===== src/rtl/apb4_gpio_flt_pkg.sv =====
// Shared definitions for the filtered APB4 GPIO block.
//   - Register word indices (index = paddr[5:2]).
//   - Field positions inside DBCFG.
//   - Encoding of the per-pin {INTTYPE1, INTTYPE0} interrupt type.
package apb4_gpio_flt_pkg;

  localparam logic [3:0] IDX_PADDIR    = 4'd0;
  localparam logic [3:0] IDX_PADIN     = 4'd1;
  localparam logic [3:0] IDX_PADOUT    = 4'd2;
  localparam logic [3:0] IDX_INTEN     = 4'd3;
  localparam logic [3:0] IDX_INTTYPE0  = 4'd4;
  localparam logic [3:0] IDX_INTTYPE1  = 4'd5;
  localparam logic [3:0] IDX_INTSTATUS = 4'd6;
  localparam logic [3:0] IDX_IOFCFG    = 4'd7;
  localparam logic [3:0] IDX_OUTSET    = 4'd8;
  localparam logic [3:0] IDX_OUTCLR    = 4'd9;
  localparam logic [3:0] IDX_OUTTGL    = 4'd10;
  localparam logic [3:0] IDX_INTBOTH   = 4'd11;
  localparam logic [3:0] IDX_DBEN      = 4'd12;
  localparam logic [3:0] IDX_DBCFG     = 4'd13;

  // DBCFG layout: prescaler divider in the low half, threshold from bit 16.
  localparam int DBCFG_DIV_LSB = 0;
  localparam int DBCFG_DIV_W   = 16;
  localparam int DBCFG_THR_LSB = 16;

  typedef enum logic [1:0] {
    INT_LEVEL_HIGH = 2'b00,
    INT_LEVEL_LOW  = 2'b01,
    INT_RISE       = 2'b10,
    INT_FALL       = 2'b11
  } int_type_e;

endpackage


===== src/rtl/apb4_gpio_flt_debounce.sv =====
// Per-pin GPIO debounce filter.
// Ports:
//   clk, rst   - clock, asynchronous active-high reset
//   tick       - prescaler strobe; the counter only advances on a tick
//   enable     - 1 = filter active, 0 = filt_q follows sync_in every cycle
//   threshold  - ticks of stable mismatch needed to flip (0 behaves as 1)
//   sync_in    - synchronised pad input
//   filt_q     - filtered value (registered)
//   filt_d     - value filt_q takes at the next edge, used for edge detection
module apb4_gpio_flt_debounce
  import apb4_gpio_flt_pkg::*;
#(
  parameter int DB_CNT_W = 4
) (
  input  logic                clk,
  input  logic                rst,
  input  logic                tick,
  input  logic                enable,
  input  logic [DB_CNT_W-1:0] threshold,
  input  logic                sync_in,
  output logic                filt_q,
  output logic                filt_d
);

  logic [DB_CNT_W-1:0] cnt_q;
  logic [DB_CNT_W-1:0] cnt_d;
  logic [DB_CNT_W-1:0] thr_eff;
  logic [DB_CNT_W:0]   cnt_inc;

  assign thr_eff = (threshold == '0) ? {{(DB_CNT_W-1){1'b0}}, 1'b1} : threshold;
  // One bit wider so the compare cannot wrap at the top of the range.
  assign cnt_inc = {1'b0, cnt_q} + {{DB_CNT_W{1'b0}}, 1'b1};

  always_comb begin
    filt_d = filt_q;
    cnt_d  = cnt_q;
    if (!enable) begin
      filt_d = sync_in;
      cnt_d  = '0;
    end else if (sync_in == filt_q) begin
      cnt_d = '0;
    end else if (tick) begin
      if (cnt_inc >= {1'b0, thr_eff}) begin
        filt_d = ~filt_q;
        cnt_d  = '0;
      end else begin
        cnt_d = cnt_inc[DB_CNT_W-1:0];
      end
    end
  end

  always_ff @(posedge clk or posedge rst) begin
    if (rst) begin
      filt_q <= 1'b0;
      cnt_q  <= '0;
    end else begin
      filt_q <= filt_d;
      cnt_q  <= cnt_d;
    end
  end

endmodule


===== src/rtl/apb4_gpio_flt.sv =====
// APB4 GPIO slave with input debounce, edge/level interrupts, atomic
// set/clear/toggle outputs and write-1-to-clear interrupt status.
// Ports:
//   pclk, preset          - clock, asynchronous active-high reset
//   paddr/psel/penable/pwrite/pwdata/prdata/pready/pslverr - APB4 slave
//   gpio_in_i             - raw asynchronous pad inputs
//   gpio_out_o            - pad output value
//   gpio_dir_o            - pad output enable (1 = output)
//   gpio_iof_o            - alternate function select
//   irq_o                 - registered level interrupt
module apb4_gpio_flt
  import apb4_gpio_flt_pkg::*;
#(
  parameter int GPIO_NUM    = 32,
  parameter int SYNC_STAGES = 2,
  parameter int DB_CNT_W    = 4
) (
  input  logic                pclk,
  input  logic                preset,
  input  logic [31:0]         paddr,
  input  logic                psel,
  input  logic                penable,
  input  logic                pwrite,
  input  logic [31:0]         pwdata,
  output logic [31:0]         prdata,
  output logic                pready,
  output logic                pslverr,
  input  logic [GPIO_NUM-1:0] gpio_in_i,
  output logic [GPIO_NUM-1:0] gpio_out_o,
  output logic [GPIO_NUM-1:0] gpio_dir_o,
  output logic [GPIO_NUM-1:0] gpio_iof_o,
  output logic                irq_o
);

  logic                wr_en;
  logic                rd_en;
  logic [3:0]          idx;
  logic [GPIO_NUM-1:0] wd;
  logic                unused_addr;

  logic [GPIO_NUM-1:0] paddir, padout, inten, inttype0, inttype1;
  logic [GPIO_NUM-1:0] intstatus, iofcfg, intboth, dben;
  logic [DBCFG_DIV_W-1:0] db_div;
  logic [DB_CNT_W-1:0]    db_thr;

  logic [GPIO_NUM-1:0] sync_q [SYNC_STAGES];
  logic [GPIO_NUM-1:0] sync;
  logic [GPIO_NUM-1:0] filt_q, filt_d;
  logic [GPIO_NUM-1:0] rise, fall, evt, w1c_mask;
  logic [DBCFG_DIV_W-1:0] pre_cnt;
  logic                tick;
  logic [31:0]         rd_data;

  assign pready  = 1'b1;
  assign pslverr = 1'b0;

  assign wr_en = psel & penable & pwrite;
  assign rd_en = psel & penable & ~pwrite;
  assign idx   = paddr[5:2];
  assign wd    = pwdata[GPIO_NUM-1:0];
  assign unused_addr = ^{paddr[31:6], paddr[1:0]};

  // Stage: input synchroniser chain.
  always_ff @(posedge pclk or posedge preset) begin
    if (preset) begin
      for (int s = 0; s < SYNC_STAGES; s++) sync_q[s] <= '0;
    end else begin
      sync_q[0] <= gpio_in_i;
      for (int s = 1; s < SYNC_STAGES; s++) sync_q[s] <= sync_q[s-1];
    end
  end
  assign sync = sync_q[SYNC_STAGES-1];

  // Stage: debounce prescaler; restarts from 0 whenever DBCFG is written so
  // a new divider takes effect from a known phase.
  always_ff @(posedge pclk or posedge preset) begin
    if (preset) begin
      pre_cnt <= '0;
    end else if (wr_en && idx == IDX_DBCFG) begin
      pre_cnt <= '0;
    end else if (pre_cnt == db_div) begin
      pre_cnt <= '0;
    end else begin
      pre_cnt <= pre_cnt + 16'd1;
    end
  end
  assign tick = (pre_cnt == db_div);

  // Stage: per-pin filters.
  for (genvar g = 0; g < GPIO_NUM; g++) begin : g_flt
    apb4_gpio_flt_debounce #(.DB_CNT_W(DB_CNT_W)) u_flt (
      .clk       (pclk),
      .rst       (preset),
      .tick      (tick),
      .enable    (dben[g]),
      .threshold (db_thr),
      .sync_in   (sync[g]),
      .filt_q    (filt_q[g]),
      .filt_d    (filt_d[g])
    );
  end

  // Edges are taken against the filter's next value so the status bit sets
  // on the same edge that the filtered input changes.
  assign rise = ~filt_q & filt_d;
  assign fall = filt_q & ~filt_d;

  always_comb begin
    evt = '0;
    for (int i = 0; i < GPIO_NUM; i++) begin
      if (intboth[i]) begin
        evt[i] = rise[i] | fall[i];
      end else begin
        case (int_type_e'({inttype1[i], inttype0[i]}))
          INT_LEVEL_HIGH: evt[i] = filt_q[i];
          INT_LEVEL_LOW:  evt[i] = ~filt_q[i];
          INT_RISE:       evt[i] = rise[i];
          default:        evt[i] = fall[i];
        endcase
      end
    end
  end

  // Stage: register file.
  always_ff @(posedge pclk or posedge preset) begin
    if (preset) begin
      paddir   <= '0;
      padout   <= '0;
      inten    <= '0;
      inttype0 <= '0;
      inttype1 <= '0;
      iofcfg   <= '0;
      intboth  <= '0;
      dben     <= '0;
      db_div   <= '0;
      db_thr   <= '0;
    end else if (wr_en) begin
      case (idx)
        IDX_PADDIR:   paddir   <= wd;
        IDX_PADOUT:   padout   <= wd;
        IDX_INTEN:    inten    <= wd;
        IDX_INTTYPE0: inttype0 <= wd;
        IDX_INTTYPE1: inttype1 <= wd;
        IDX_IOFCFG:   iofcfg   <= wd;
        IDX_OUTSET:   padout   <= padout | wd;
        IDX_OUTCLR:   padout   <= padout & ~wd;
        IDX_OUTTGL:   padout   <= padout ^ wd;
        IDX_INTBOTH:  intboth  <= wd;
        IDX_DBEN:     dben     <= wd;
        IDX_DBCFG: begin
          db_div <= pwdata[DBCFG_DIV_LSB +: DBCFG_DIV_W];
          db_thr <= pwdata[DBCFG_THR_LSB +: DB_CNT_W];
        end
        default: ;
      endcase
    end
  end

  // Stage: interrupt status and output; a new event outranks a same-cycle clear.
  assign w1c_mask = (wr_en && idx == IDX_INTSTATUS) ? wd : '0;

  always_ff @(posedge pclk or posedge preset) begin
    if (preset) begin
      intstatus <= '0;
      irq_o     <= 1'b0;
    end else begin
      intstatus <= (intstatus & ~w1c_mask) | (inten & evt);
      irq_o     <= |(intstatus & inten);
    end
  end

  always_comb begin
    rd_data = '0;
    if (rd_en) begin
      case (idx)
        IDX_PADDIR:    rd_data[GPIO_NUM-1:0] = paddir;
        IDX_PADIN:     rd_data[GPIO_NUM-1:0] = filt_q;
        IDX_PADOUT:    rd_data[GPIO_NUM-1:0] = padout;
        IDX_INTEN:     rd_data[GPIO_NUM-1:0] = inten;
        IDX_INTTYPE0:  rd_data[GPIO_NUM-1:0] = inttype0;
        IDX_INTTYPE1:  rd_data[GPIO_NUM-1:0] = inttype1;
        IDX_INTSTATUS: rd_data[GPIO_NUM-1:0] = intstatus;
        IDX_IOFCFG:    rd_data[GPIO_NUM-1:0] = iofcfg;
        IDX_INTBOTH:   rd_data[GPIO_NUM-1:0] = intboth;
        IDX_DBEN:      rd_data[GPIO_NUM-1:0] = dben;
        IDX_DBCFG: begin
          rd_data[DBCFG_DIV_LSB +: DBCFG_DIV_W] = db_div;
          rd_data[DBCFG_THR_LSB +: DB_CNT_W]    = db_thr;
        end
        default: ;
      endcase
    end
  end
  assign prdata = rd_data;

  assign gpio_out_o = padout;
  assign gpio_dir_o = paddir;
  assign gpio_iof_o = iofcfg;

endmodule


===== config.mk =====
export PLATFORM = sky130hd
export DESIGN_NAME = apb4_gpio_flt
export DESIGN_NICKNAME = d
export VERILOG_FILES = /design/src/rtl/apb4_gpio_flt_pkg.sv /design/src/rtl/apb4_gpio_flt_debounce.sv /design/src/rtl/apb4_gpio_flt.sv
export SDC_FILE = /design/constraint.sdc
export NUM_CORES = 2
export LEC_CHECK = 0
export ABC_AREA = 1
export BUFFER_PORTS_ARGS = -buffer_cell sky130_fd_sc_hd__buf_2
export CAP_MARGIN = 20
export CORE_UTILIZATION = 45
export CTS_CLUSTER_DIAMETER = 80
export DETAILED_ROUTE_END_ITERATION = 10
export PLACE_DENSITY = 0.64
export SYNTH_ARGS = -nofsm -noshare
export SYNTH_HDL_FRONTEND = slang
export SYNTH_SLANG_ARGS = --single-unit

===== constraint.sdc =====
create_clock -name pclk -period 16.8 [get_ports pclk]
set_input_delay 0.84 -clock pclk [delete_from_list [all_inputs] [get_ports pclk]]
set_output_delay 0.84 -clock pclk [all_outputs]
set_load 0.02 [all_outputs]

---- After elaboration in Yosys (flattened, before gate mapping) ----
Index checks and enable logic that the tools add are counted.
word-level totals
  bits in registers ....................... 549
  logic and storage cells ................. 742
operators by class
  $add $sub $neg .......................... 33
  order comparisons ....................... 32
  equality and inequality tests ........... 142
  mux-type cells .......................... 328
  bitwise logic cells ..................... 81
  reduce and logical (&&, ||, !) cells .... 47
operator list
  cell                                            number
  2-to-1 mux 4 bit                                129
  case mux 20 bit (11 select lines)               1
  bitwise AND 32 bit                              6
  adder 4 x 1 -> 5 bit (second input constant)    32
  greater-or-equal comparator 5 x 4 -> 1 bit      32
  2-to-1 mux 1 bit                                160
  NOT 32 bit                                      4
  case mux 32 bit (4 select lines)                1
  case mux 12 bit (10 select lines)               1
  != test 3 x 1 -> 1 bit (second input constant)  32
  case mux 1 bit (3 select lines)                 32
  == test 2 x 1 -> 1 bit (second input constant)  32
  == test 2 bit (second input constant)           32
  logical NOT 2 bit                               32
  2-to-1 mux 32 bit                               2
  OR 32 bit                                       2
  NOT 1 bit                                       33
  == test 1 bit                                   32
  2-to-1 mux 16 bit                               2
  OR 1 bit                                        32
  OR reduction 32 bit                             1
  XOR 32 bit                                      1
  == test 4 bit (second input constant)           6
  AND reduction 2 bit                             9
  other kinds (9)                                 17

---- Depth between registers and ports, before layout ----
  depth in word-level cells ............... 13
  mapped depth ............................ 23
  mapped depth without buffers ............ 22

---- By module ----
A second synthesis with hierarchy kept.
unflattened totals
  cell total of the unflattened synthesis .. 4540
  area total of the unflattened synthesis .. 33868.7 µm²
modules (own cells, without submodules)
  module                  instances  cells each  area an instance (µm²)
  apb4_gpio_flt           1          2780        20936.3
  apb4_gpio_flt_debounce  32         55          404.1

---- Worst setup path before layout ----
OpenSTA, ideal clock, no wires.
  path type ............................... reg-to-reg
  start ................................... register db_thr[3]
  end ..................................... register intstatus[2]
  arrival ................................. 4.821 ns
  slack ................................... 11.846 ns
  stages on the path, launching flop included .. 21
  path buffers ............................ 2
  period minus slack after synthesis ...... 4.954 ns
  cell sequence ........................... dfrtp_1 > clkbuf_1 > clkbuf_1 > o31ai_1 > ha_1 > inv_1 > nand2_1 > nand2_1 > nand2_1 > nand2_1 > inv_1 > nand2_1 > nand3_1 > nand2_1 > nand3_1 > nand2_1 > inv_1 > ha_1 > o211a_1 > o311ai_0 > nand2_1
between the ends
  longest elaborated chain between the ends .. 13
ends and longest elaborated chain
  what                                                         RTL line                                    source
  start: declaration                                           apb4_gpio_flt.sv:44                         logic [DB_CNT_W-1:0] db_thr;
  start signal: assignment                                     apb4_gpio_flt.sv:152                        db_thr <= pwdata[DBCFG_THR_LSB +: DB_CNT_W];
  logical NOT 4 bit                                            apb4_gpio_flt_debounce.sv:30                assign thr_eff = (threshold == '0) ? {{(DB_CNT_W-1){1'b0}}, 1'b1} : threshold;
  2-to-1 mux 4 bit (*)                                         apb4_gpio_flt_debounce.sv:30
  greater-or-equal comparator 5 x 4 -> 1 bit (*)               apb4_gpio_flt_debounce.sv:43                if (cnt_inc >= {1'b0, thr_eff}) begin
  2-to-1 mux 1 bit (*)                                         apb4_gpio_flt_debounce.sv:43
  2-to-1 mux 1 bit (*)                                         apb4_gpio_flt_debounce.sv:42                end else if (tick) begin
  2-to-1 mux 1 bit (*)                                         apb4_gpio_flt_debounce.sv:40                end else if (sync_in == filt_q) begin
  2-to-1 mux 1 bit (*)                                         apb4_gpio_flt_debounce.sv:37                if (!enable) begin
  via g_flt[2].u_flt.filt_d                                    apb4_gpio_flt_debounce.sv:22                output logic filt_d
  NOT 32 bit                                                   apb4_gpio_flt.sv:106                        assign fall = filt_q & ~filt_d;
  bitwise AND 32 bit                                           apb4_gpio_flt.sv:106
  case mux 1 bit (3 select lines) or OR 1 bit (tied branches)  apb4_gpio_flt.sv:114, apb4_gpio_flt.sv:112
  2-to-1 mux 1 bit (*)                                         apb4_gpio_flt.sv:111                        if (intboth[i]) begin
  bitwise AND 32 bit (*)                                       apb4_gpio_flt.sv:167                        intstatus <= (intstatus & ~w1c_mask) | (inten & evt);
  OR 32 bit (*)                                                apb4_gpio_flt.sv:167
  end signal: assignment                                       apb4_gpio_flt.sv:167
  end: declaration                                             apb4_gpio_flt.sv:42                         logic [GPIO_NUM-1:0] intstatus, iofcfg, intboth, dben;
Mark *: on every way through the listed nets, which the timed path passes. The rest lies on a longest branch.
A chain may end at the register's enable or synchronous reset.

---- Worst setup path after layout ----
  start ................................... input paddr[4]
  end ..................................... output prdata[17]
between the ends
  longest elaborated chain between the ends .. 3
ends and longest elaborated chain
  what                                         RTL line              source
  start: declaration                           apb4_gpio_flt.sv:20   input logic [31:0] paddr,
  == test 4 bit, or another cell as far along  apb4_gpio_flt.sv:175  case (idx)
  case mux 20 bit (11 select lines) (*)        apb4_gpio_flt.sv:175
  2-to-1 mux 32 bit (*)                        apb4_gpio_flt.sv:174  if (rd_en) begin
  end: declaration                             apb4_gpio_flt.sv:25   output logic [31:0] prdata,
Mark *: on every way between the ends. The rest lies on a longest branch, timed or not.

==> summary by stage <==
Global routing
The total track usage is 0.2754. For this run the aggregate overflow at the end of global routing stands at 0. The first-pass GRT wire length is 156800 µm. The number of global-route vias before repair is 27180.

Entering global routing, the biggest net connects 170 pins. The initial antenna violation count is 2.

Clock network
TritonCTS created 61 clock buffers. In this run the deepest clock path goes through 3 buffers. The number of post-CTS setup repair buffers is 0. The clock sink total is 549. For the worst-skew pair, the clock arrives at the later sink with an insertion delay of 0.66 ns. Gates resized during post-CTS repair numbered 0. The hold buffer count at cts is 0. The CTS tree is yes. In this run the clock root is driven by a sky130_fd_sc_hd__clkbuf_16. After clock tree synthesis, the clock-pin slew on the worst setup and hold paths is 0.06 ns.

CTS built an H-tree with a depth of 2.

Setup path
The biggest cell delay along the critical path is 0.72 ns. Walking the worst path, the cells encountered are buf_2 -> inv_1 -> nor2_1 -> nand2_1 -> inv_1 -> buf_4 -> nand2_1 -> o2111ai_1 -> nor3_1 -> nor2_1 -> buf_2. For the worst flop-to-flop path, the logic depth is 20. STA puts the critical path data required time at 15.96 ns. For this design, the slowest cell found on the critical path is sky130_fd_sc_hd__inv_1. The kind of critical path is input port to primary output. The kind of start point of the critical path is an input port. The number of buffers and inverters on the critical path is 5. The worst setup path is captured at a primary output. The cell family with the largest share of critical-path delay is buffers and inverters.

The cell depth of the worst setup path is 11. The peak fanout along the critical path is 17. The setup slack of the worst register-to-register path is 13.18 ns.

The data arrival time of the critical path is 3.60 ns.

Floorplanning
The area of the core is 0.07051 mm². The total die area is 0.07292 mm². For this configuration, the core starts out at a cell density of 0.4585.

In this run the core area contains 97 standard-cell rows. The vertical extent of the die is 270.0 µm. The I/O pin count is 232.

The width of the die is 270.0 µm.

Hold path
The hold-critical path depth is 1. The tightest min-delay check is of the input port to flip-flop type.

Detailed routing
The uppermost layer routed is met4. The first-iteration detailed-routing DRC count is 2568. The sum of met3 wire segment lengths after detailed routing is 8764 µm. The number of nets still failing antenna checks after routing is 0. The overall via count from detail_route is 29610. The via density per instance is 5.405. Wires add up to 101600 µm. For this block, wires on met1 add up to 45090 µm. The DRC violation count after routing is 0. The wire length per cell is 18.56 µm.

Summed over all nets, wire length on met2 after detailed routing comes to 43860 µm. The first-pass detailed-route iteration total is 6.

Synthesis
The synthesized design spends more area on one cell type than any other, namely sky130_fd_sc_hd__dfrtp_1. The yosys synthesis warning count is 0. The part of the Yosys area used for sequential elements is 0.4249.

The cell count after synthesis came out at 4328. The net count after synthesis is 4654. In this run, synthesis produced a sequential element count of 549.

A synthesized cell averages 7.470 µm². The distinct cell type count of the synthesized netlist is 36. Of the post-synthesis cell area, the dominant cell type holds 0.4249. The mapped netlist covers 0.03233 mm². Sorting the synthesized cells by area gives the leading types as sky130_fd_sc_hd__dfrtp_1, sky130_fd_sc_hd__nand2_1, sky130_fd_sc_hd__ha_1.

STA
In this run the tightest slew margin relative to its limit is 0.2956. The number of max-slew violations in the final report was 0. The final critical-path required period is 4.437 ns. The total negative slack is 0 ns.

Based on the critical path, the design can be clocked at up to 225.4 MHz. The clock arrives with 0.03405 ns of skew. The setup-violating endpoint count in the final report is 0. The final worst-path cycle share is 0.2641. At the pin with the least slew margin, the transition time is 1.055 ns.

Setup repair after global routing left no endpoint under its margin. The number of failing hold endpoints at the final stage was 0.

Final layout
The layout overhead on the synthesized area is 12.41%. For this run, the post-layout net count is 4813. The library cell used most frequently in the layout, excluding fill and tap cells, is sky130_fd_sc_hd__nand2_1.

The proportion of layout cells with a drive suffix above 1 is 0.08028. The library cells used most frequently in the layout, excluding fill and tap cells, are sky130_fd_sc_hd__nand2_1, sky130_fd_sc_hd__inv_1, sky130_fd_sc_hd__dfrtp_1, sky130_fd_sc_hd__o21ai_0, sky130_fd_sc_hd__ha_1.

Pwr
Dividing total power by cell area gives a power density of 101.2 mW/mm². The total power is 3.677 mW. Summed over all cells, the static leakage comes to 19.26 nW. The largest vdd supply drop is 0.08503 mV.

Run status
The flow ran to the end, and the final reports show no timing, DRC or antenna violations.

Placement
Once detailed placement completed, the half-perimeter wirelength came to 68710 µm. The final weighted congestion of routability-driven global placement is 0.9066. Port buffering added 201 buffers.

Flow run
The reported max-cap violation count is 0.
==> report_power, final <==
part	internal, mW	switching [mW]	total, mW	leakage [nW]
logic	0.225	0.487	0.713	11.2
clock network	0.789	0.581	1.37	1.00
registers	1.46	0.136	1.59	7.02
total	2.47	1.20	3.68	19.3
==> registers in the layout, indices dropped and copies added, names as in the netlist, 16 cells and up <==
signal	flops
g_flt.u_flt.cnt_q	128
dben	32
g_flt.u_flt.filt_q	32
gpio_dir_o	32
gpio_iof_o	32
gpio_out_o	32
intboth	32
inten	32
intstatus	32
inttype0	32
inttype1	32
sync	32
sync_q	32
db_div	16
pre_cnt	16
==> Yosys cell counts <==
cell type	instances
sky130_fd_sc_hd__o21ai_1	9
sky130_fd_sc_hd__inv_2	3
sky130_fd_sc_hd__dfrtp_1	549
sky130_fd_sc_hd__o221ai_1	8
sky130_fd_sc_hd__nand2_1	1391
sky130_fd_sc_hd__o22ai_1	34
sky130_fd_sc_hd__conb_1	2
sky130_fd_sc_hd__o31ai_1	17
sky130_fd_sc_hd__xor2_1	7
sky130_fd_sc_hd__nand4_1	186
sky130_fd_sc_hd__inv_1	611
sky130_fd_sc_hd__clkinv_1	16
sky130_fd_sc_hd__nor3_1	18
sky130_fd_sc_hd__ha_1	225
sky130_fd_sc_hd__o21ai_0	456
sky130_fd_sc_hd__a21oi_1	150
sky130_fd_sc_hd__nor3b_1	3
sky130_fd_sc_hd__buf_1	4
sky130_fd_sc_hd__a31oi_1	3
sky130_fd_sc_hd__nand3_1	185
sky130_fd_sc_hd__o21bai_1	1
sky130_fd_sc_hd__nor2_4	1
sky130_fd_sc_hd__nor3_2	1
sky130_fd_sc_hd__o311ai_0	6
sky130_fd_sc_hd__xnor2_1	10
sky130_fd_sc_hd__o21a_1	1
sky130_fd_sc_hd__o2111ai_1	51
sky130_fd_sc_hd__o211ai_1	36
sky130_fd_sc_hd__o211a_1	22
sky130_fd_sc_hd__buf_2	25
sky130_fd_sc_hd__nor2_1	181
sky130_fd_sc_hd__clkbuf_1	103
sky130_fd_sc_hd__a221oi_1	1
sky130_fd_sc_hd__and3_1	1
sky130_fd_sc_hd__nand2_2	2
sky130_fd_sc_hd__buf_4	9
==> metrics by stage <==
stage          instances  hold WS, ns  cell area (µm²)    util  setup slack, ns
2_1_floorplan       4328       0.3312            32330       -           0.6111
3_3_place_gp        5363       0.3322            34280  0.4862            12.43
3_5_place_dp        5363       0.3347            34280  0.4862            12.38
4_1_cts             5473       0.2643            36320  0.5151            12.43
5_1_grt             5475       0.2752            36340  0.5153            12.27
6_report            5477       0.2894            36340  0.5154            12.36
==> kinds of logic after synthesis <==
kind of cell	synth area share
other	0.0002323
xor gates and xnor gates	0.004605
buffers and inverters	0.09152
DFF	0.4249
adders and majority gates	0.08707
AOI/OAI and AO/OA	0.1398
and+or+nand+nor	0.2518
==> layer usage <==
metal  vias to the layer above  GRT usage
met5                         -          0
met4                         0     0.1060
met3                       193    0.06508
met2                      1022     0.4145
met1                     13870     0.3822
li1                      14520          -
==> final cells by class <==
cell class	count	area (µm²)
antenna	3	7.507
clock buffer	86	1790
clock inverter	24	252.7
fill	6782	34170
inverter	630	2372
multi-input combinational	3008	15700
sequential	549	13740
tap	940	1176
timing repair buffer	237	1305
==> path summary, 6_finish.rpt <==
kind,start,to
hold / removal,gpio_in_i[30],sync_q[62]$_DFF_PP0_
min in group asynchronous,preset,gpio_iof_o[10]$_DFFE_PP0P_
setup / recovery,paddr[4],prdata[17]
setup reg to reg,db_thr[3]$_DFFE_PP0P_,intstatus[28]$_DFF_PP0_
hold reg to reg,sync_q[48]$_DFF_PP0_,sync[16]$_DFF_PP0_
max in group asynchronous,preset,gpio_iof_o[2]$_DFFE_PP0P_
Note: power is estimated with default switching activity, not from simulation.
